[config.mk]
export PLATFORM = sky130hd
export DESIGN_NAME = game_ctrl_flat
export DESIGN_NICKNAME = d
export VERILOG_FILES = /design/src/rtl/game_ctrl_pkg.sv /design/src/rtl/game_ctrl_if.sv /design/src/rtl/btn_debounce.sv /design/src/rtl/game_ctrl.sv /design/src/flat_wrapper.sv
export SDC_FILE = /design/constraint.sdc
export NUM_CORES = 1
export LEC_CHECK = 0
export CORE_MARGIN = 1.5
export CORE_UTILIZATION = 61
export CTS_CLUSTER_DIAMETER = 150
export DETAILED_ROUTE_END_ITERATION = 8
export PLACE_DENSITY = 0.83
export SETUP_SLACK_MARGIN = 0.2
export SYNTH_ARGS = -nofsm -noshare
export SYNTH_HDL_FRONTEND = slang
export SYNTH_SLANG_ARGS = --single-unit
[constraint.sdc]
create_clock -name clk -period 4.8 [get_ports clk]
set_clock_uncertainty 0.1 [all_clocks]
set_input_delay 0.72 -clock clk [delete_from_list [all_inputs] [get_ports clk]]
set_output_delay 0.72 -clock clk [all_outputs]
set_load 0.02 [all_outputs]
[src/rtl/game_ctrl_pkg.sv]
// Shared game_ctrl definitions: game_state encodings and timing constants,
// also used by the LCD controller.
package game_ctrl_pkg;

  typedef enum logic [1:0] {
    S_MAIN     = 2'b00,
    S_CONTINUE = 2'b01,
    S_OVER     = 2'b10,
    S_CLEAR    = 2'b11
  } game_state_e;

  localparam int unsigned CYC_PER_SEC = 1000;

endpackage

[src/rtl/game_ctrl_if.sv]
// Player/field signals between game_ctrl and its surroundings (buttons, block
// generator, collision logic, LCD controller).
interface game_ctrl_if;
  import game_ctrl_pkg::*;

  logic        btn_start;
  logic        hit;
  logic        block_pass;
  game_state_e game_state;
  logic [3:0]  block_remain;
  logic        spawn_tick;
  logic        play_active;

  modport master (
    output btn_start, hit, block_pass,
    input  game_state, block_remain, spawn_tick, play_active
  );

  modport slave (
    input  btn_start, hit, block_pass,
    output game_state, block_remain, spawn_tick, play_active
  );

endinterface

[src/rtl/btn_debounce.sv]
// Start-button conditioning: 2-FF synchronizer, debouncer and rising-edge
// press detector.
module btn_debounce #(
  parameter int unsigned DEBOUNCE_CYC = 20
) (
  input  logic clk,
  input  logic rst,
  input  logic raw,
  output logic press
);

  localparam int unsigned CntW = $clog2(DEBOUNCE_CYC + 1);

  logic            sync1_q, sync2_q;
  logic            level_q, level_d;
  logic            armed_q, armed_d;
  logic            press_q, press_d;
  logic [CntW-1:0] chg_cnt_q, chg_cnt_d;
  logic [CntW-1:0] low_cnt_q, low_cnt_d;

  always_comb begin
    level_d   = level_q;
    chg_cnt_d = '0;
    if (sync2_q != level_q) begin
      if (chg_cnt_q == CntW'(DEBOUNCE_CYC - 1)) begin
        level_d = sync2_q;
      end else begin
        chg_cnt_d = chg_cnt_q + 1'b1;
      end
    end

    // A button held through reset must be seen released before it may start a game.
    armed_d   = armed_q;
    low_cnt_d = '0;
    if (!sync2_q && !armed_q) begin
      if (low_cnt_q == CntW'(DEBOUNCE_CYC - 1)) begin
        armed_d = 1'b1;
      end else begin
        low_cnt_d = low_cnt_q + 1'b1;
      end
    end

    press_d = armed_q & level_d & ~level_q;
  end

  always_ff @(posedge clk or posedge rst) begin
    if (rst) begin
      sync1_q   <= 1'b0;
      sync2_q   <= 1'b0;
      level_q   <= 1'b0;
      armed_q   <= 1'b0;
      press_q   <= 1'b0;
      chg_cnt_q <= '0;
      low_cnt_q <= '0;
    end else begin
      sync1_q   <= raw;
      sync2_q   <= sync1_q;
      level_q   <= level_d;
      armed_q   <= armed_d;
      press_q   <= press_d;
      chg_cnt_q <= chg_cnt_d;
      low_cnt_q <= low_cnt_d;
    end
  end

  assign press = press_q;

endmodule

[src/rtl/game_ctrl.sv]
// Game flow controller: MAIN -> CONTINUE -> OVER/CLEAR -> MAIN, block counting
// and spawn pacing. Define GAME_TIMEOUT_EN to add the play-time limit.
module game_ctrl
  import game_ctrl_pkg::*;
#(
  parameter int unsigned NUM_BLOCKS   = 9,
  parameter int unsigned DEBOUNCE_CYC = 20,
  parameter int unsigned SPAWN_CYC    = 1500,
  parameter int unsigned TIME_LIMIT_S = 30
) (
  input logic        clk,
  input logic        rst,
  game_ctrl_if.slave bus
);

  localparam int unsigned SpawnW = $clog2(SPAWN_CYC + 1);

  logic              press;
  logic              timeout;
  game_state_e       state_q, state_d;
  logic [3:0]        remain_q, remain_d;
  logic [SpawnW-1:0] spawn_cnt_q, spawn_cnt_d;
  logic              spawn_q, spawn_d;
  logic              play_q, play_d;

  btn_debounce #(
    .DEBOUNCE_CYC(DEBOUNCE_CYC)
  ) u_btn_debounce (
    .clk  (clk),
    .rst  (rst),
    .raw  (bus.btn_start),
    .press(press)
  );

`ifdef GAME_TIMEOUT_EN
  localparam int unsigned MsW  = $clog2(CYC_PER_SEC + 1);
  localparam int unsigned SecW = $clog2(TIME_LIMIT_S + 1);

  logic [MsW-1:0]  ms_cnt_q, ms_cnt_d;
  logic [SecW-1:0] sec_cnt_q, sec_cnt_d;

  assign timeout = (ms_cnt_q == MsW'(CYC_PER_SEC - 1)) &&
                   (sec_cnt_q == SecW'(TIME_LIMIT_S - 1));

  always_comb begin
    ms_cnt_d  = ms_cnt_q;
    sec_cnt_d = sec_cnt_q;
    if (state_q == S_MAIN && press) begin
      ms_cnt_d  = '0;
      sec_cnt_d = '0;
    end else if (state_q == S_CONTINUE) begin
      if (ms_cnt_q == MsW'(CYC_PER_SEC - 1)) begin
        ms_cnt_d  = '0;
        sec_cnt_d = sec_cnt_q + 1'b1;
      end else begin
        ms_cnt_d = ms_cnt_q + 1'b1;
      end
    end
  end

  always_ff @(posedge clk or posedge rst) begin
    if (rst) begin
      ms_cnt_q  <= '0;
      sec_cnt_q <= '0;
    end else begin
      ms_cnt_q  <= ms_cnt_d;
      sec_cnt_q <= sec_cnt_d;
    end
  end
`else
  logic unused_time_cfg;
  assign unused_time_cfg = (TIME_LIMIT_S != 0) ^ (CYC_PER_SEC != 0);
  assign timeout         = 1'b0;
`endif

  always_comb begin
    state_d     = state_q;
    remain_d    = remain_q;
    spawn_cnt_d = spawn_cnt_q;
    spawn_d     = 1'b0;

    unique case (state_q)
      S_MAIN: begin
        if (press) begin
          state_d     = S_CONTINUE;
          remain_d    = 4'(NUM_BLOCKS);
          spawn_cnt_d = '0;
        end
      end
      S_CONTINUE: begin
        if (bus.hit || timeout) begin
          state_d = S_OVER;
        end else if (bus.block_pass && remain_q != 4'd0) begin
          remain_d = remain_q - 4'd1;
          if (remain_q == 4'd1) begin
            state_d = S_CLEAR;
          end
        end
        // No spawn on the edge that leaves CONTINUE.
        if (state_d == S_CONTINUE) begin
          if (spawn_cnt_q == SpawnW'(SPAWN_CYC - 1)) begin
            spawn_cnt_d = '0;
            spawn_d     = 1'b1;
          end else begin
            spawn_cnt_d = spawn_cnt_q + 1'b1;
          end
        end
      end
      S_OVER, S_CLEAR: begin
        if (press) begin
          state_d = S_MAIN;
        end
      end
    endcase

    play_d = (state_d == S_CONTINUE);
  end

  always_ff @(posedge clk or posedge rst) begin
    if (rst) begin
      state_q     <= S_MAIN;
      remain_q    <= 4'd0;
      spawn_cnt_q <= '0;
      spawn_q     <= 1'b0;
      play_q      <= 1'b0;
    end else begin
      state_q     <= state_d;
      remain_q    <= remain_d;
      spawn_cnt_q <= spawn_cnt_d;
      spawn_q     <= spawn_d;
      play_q      <= play_d;
    end
  end

  assign bus.game_state   = state_q;
  assign bus.block_remain = remain_q;
  assign bus.spawn_tick   = spawn_q;
  assign bus.play_active  = play_q;

endmodule

[src/flat_wrapper.sv]
// flat-port wrapper written by rule: the top's interface ports become plain ports
module game_ctrl_flat import game_ctrl_pkg::*;
#(
  parameter int unsigned NUM_BLOCKS   = 9,
  parameter int unsigned DEBOUNCE_CYC = 20,
  parameter int unsigned SPAWN_CYC    = 1500,
  parameter int unsigned TIME_LIMIT_S = 30
)
  (clk, rst, bus_btn_start, bus_hit, bus_block_pass, bus_game_state, bus_block_remain, bus_spawn_tick, bus_play_active);
  game_ctrl_if bus_i ();
  input logic clk;
  input logic rst;
  input wire logic [$bits(bus_i.btn_start)-1:0] bus_btn_start;
  input wire logic [$bits(bus_i.hit)-1:0] bus_hit;
  input wire logic [$bits(bus_i.block_pass)-1:0] bus_block_pass;
  output wire logic [$bits(bus_i.game_state)-1:0] bus_game_state;
  output wire logic [$bits(bus_i.block_remain)-1:0] bus_block_remain;
  output wire logic [$bits(bus_i.spawn_tick)-1:0] bus_spawn_tick;
  output wire logic [$bits(bus_i.play_active)-1:0] bus_play_active;
  assign bus_i.btn_start = bus_btn_start;
  assign bus_i.hit = bus_hit;
  assign bus_i.block_pass = bus_block_pass;
  assign bus_game_state = bus_i.game_state;
  assign bus_block_remain = bus_i.block_remain;
  assign bus_spawn_tick = bus_i.spawn_tick;
  assign bus_play_active = bus_i.play_active;
  game_ctrl #(.NUM_BLOCKS(NUM_BLOCKS), .DEBOUNCE_CYC(DEBOUNCE_CYC), .SPAWN_CYC(SPAWN_CYC), .TIME_LIMIT_S(TIME_LIMIT_S)) u_core (.clk(clk), .rst(rst), .bus(bus_i));
endmodule
==> results.md <==
- Die width: 55.3 um
- Warnings, synthesis: 0
- Detail Route Antenna Nets: 0
- DR vias: 1,336
- Crit end category: register
- EDFF count, synth: 0
- DRC Markers: 0
- Cell row count: 18
- Slew headroom: 27.2%
- First-pass GRT wire length: 5560 um
- Worst setup endpoint: u_core.spawn_cnt_q[3]
- Synth area leaders: dfrtp_1 (51%), nand3_1 (3.9%), ha_1 (3.7%)
- Clk slew on worst S/H paths: 100 ps
- Routability congestion estimate: 0.872
- Min-delay src: u_core.u_btn_debounce.sync1_q
- Slew @ Worst Pin: 1090 ps
- Largest net degree at the start of global routing: 35
- Worst hold path type: register to register
- # resized after CTS: 0
- Reg2reg start: u_core.bus.block_remain[1]
- Fraction of registers with async set/reset: 100%
- Kind of critical path: input port to register
- R2R cell count: 7
- Post-synth top area share: 51.0%
- Clock latency at the later pin of the worst-skew pair: 340 ps
- Final Max Slew Viols: 0
- DIE HEIGHT: 55.3 um
- Setup bufs post-CTS: 0
- CP max FO: 14
- Worst hold slack: 265 ps
- Core Area: 2520 sq um
- Leak Pwr: 0.822 nW
- Worst endpoint required time: 4960 ps
- Global route overflow: 0
- Routed WL: 3130 um
- FMAX: 369 MHz
- Power per cell area: 276 nW/um^2
- Nets: 191
- Count leader, synth: dfrtp_1
- Post-layout min period: 2710 ps
- Num CTS Buffers: 5
- Run status: finished, final reports clean
- Post-Syn Area: 1670 sq um
- Peak VDD IR: 0.246 mV
- Vias in the first global route: 1,276
- Synth-to-Final Area Change: 12.8%
- Crit. Startpoint: bus_hit
- Clock Tree Root: clkbuf_4
- Vias per cell: 6.30
- DR pass1 iterations: 4
- Clock net sink count: 34
- Crit start category: input port
- Library cells used by synthesis: 37
- Hold-fix buffers at CTS: 0
- Reg2reg end: u_core.spawn_cnt_q[3]
- GRT Total Usage: 23.2%
- Syn nets: 176
- Sequential area share after synthesis: 51.0%
- Initial antenna violation count: 0
- H-tree levels: 2
- Die area: 3060 sq um
- WL/cell: 14.8 um
- Most instantiated cells after synthesis: dfrtp_1 (34), nand2_1 (14), nand3_1 (13), nor2_1 (12), inv_1 (11)
- Clock Tree Buf Depth: 2
- MaxCap Viol Count: 0
- Main synth FF type: dfrtp_1
- RSZ-0062 raised after global routing: no
- TritonCTS clock tree: done
- Setup tns final: 0 ps
- Hold Violations, Final: 0
- Syn Inst Count: 166
- Starting Density: 66.2%
- CP arrival: 2860 ps
- DP HPWL: 2040 um
- I/O Buffers: 12
- Ports: 13
- Layout cells sized above 1: 7.14%
- R2R setup slack: 2260 ps
- Synth Area per Inst: 10.1 sq um
- Fin crit share: 56.4%
- Count of final setup violators: 0
- Initial drt markers: 64
- ANT cells: 0
- Cell taking the most area after synthesis: dfrtp_1
- #FFs+latches synth: 34
cell type report:
type | count | area (sq um)
sequential | 34 | 851
multi-input combinational | 116 | 748
fill | 178 | 639
timing repair buffer | 13 | 128
inverter | 11 | 41.3
clock inverter | 3 | 40.0
clock buffer | 5 | 37.5
tap | 30 | 37.5
critical path, cell delays in order:
cell and delay [ps]:
clkdlybuf4s50_1 550, a311o_1 380, a21oi_1 860, a21oi_1 180, o22ai_1 160
cells in the final DEF (no fill, tap or decap), types with 2 or more instances in the layout:
master,Yosys,layout
a21oi_1,5,5
a31oi_1,9,9
a41oi_1,4,4
and2_1,4,4
and3_1,5,5
clkbuf_4,0,5
clkdlybuf4s50_1,0,12
clkinv_2,0,2
dfrtp_1,34,34
ha_1,5,5
inv_1,11,11
mux2i_1,2,2
nand2_1,14,14
nand2b_1,2,2
nand3_1,13,13
nor2_1,12,12
nor3_1,5,5
nor3b_1,3,3
nor4_1,2,2
o21ai_0,8,8
o22ai_1,2,2
or2b_1,2,2
xnor2_1,3,3
xor2_1,4,4
worst min path at each step:
stage	end	slack (ps)	cells past startpoint
CTS	u_core.u_btn_debounce.sync2_q	270	0
floorplan	u_core.u_btn_debounce.sync2_q	230	0
detailed placement	u_core.u_btn_debounce.sync2_q	250	0
finish	u_core.u_btn_debounce.sync2_q	270	0
global route	u_core.u_btn_debounce.sync2_q	280	0
global placement	u_core.u_btn_debounce.sync2_q	240	0
sequential cells by signal, indices dropped and copies added (netlist names):
| register | flops |
|---|---|
| u_core.bus.block_remain | 4 |
| u_core.bus.game_state | 2 |
| u_core.bus.play_active | 1 |
| u_core.bus.spawn_tick | 1 |
| u_core.spawn_cnt_q | 11 |
| u_core.u_btn_debounce.armed_q | 1 |
| u_core.u_btn_debounce.chg_cnt_q | 5 |
| u_core.u_btn_debounce.level_q | 1 |
| u_core.u_btn_debounce.low_cnt_q | 5 |
| u_core.u_btn_debounce.press | 1 |
| u_core.u_btn_debounce.sync1_q | 1 |
| u_core.u_btn_debounce.sync2_q | 1 |
metal layers:
layer  part of all wire, %  routed length [um]  track usage (%)  vias up
li1                      -                   -                -      624
met1                    43                1340             28.6      650
met2                    49                1540             36.7       52
met3                   5.8                 182             8.43       10
met4                   2.2                  69             10.1        0
met5                     0                   0                0        -
power by group:
part           internal [W]  switching, W
clock              0.000108     0.0000959
combinational    0.00000940     0.0000119
sequential         0.000291    0.00000419
total              0.000408      0.000112
logic make-up after synthesis:
kind of cell,Yosys count,share of synthesized area (%)
AO/OA/AOI/OAI,34,14.0
XOR/XNOR,7,3.67
adder cells (fa/ha/maj),5,3.75
buffers and inverters,16,4.20
flip-flops,34,51.0
multiplexers,3,1.87
AND/OR/NAND/NOR,67,21.5
metrics by stage:
| stage | utilization [%] | power [W] | instance area, sq um | setup slack (ps) | cells |
|---|---|---|---|---|---|
| 4_1_cts | 74.7 | 0.000529 | 1880 | 2140 | 212 |
| 3_3_place_gp | 71.6 | 0.000321 | 1810 | 1890 | 204 |
| 6_report | 74.7 | 0.000520 | 1880 | 2090 | 212 |
| 3_5_place_dp | 71.6 | 0.000322 | 1810 | 1760 | 204 |
| 5_1_grt | 74.7 | 0.000545 | 1880 | 2000 | 212 |
| 2_1_floorplan | - | 0.000314 | 1670 | 2810 | 166 |
(Power assumes the default switching activity.)
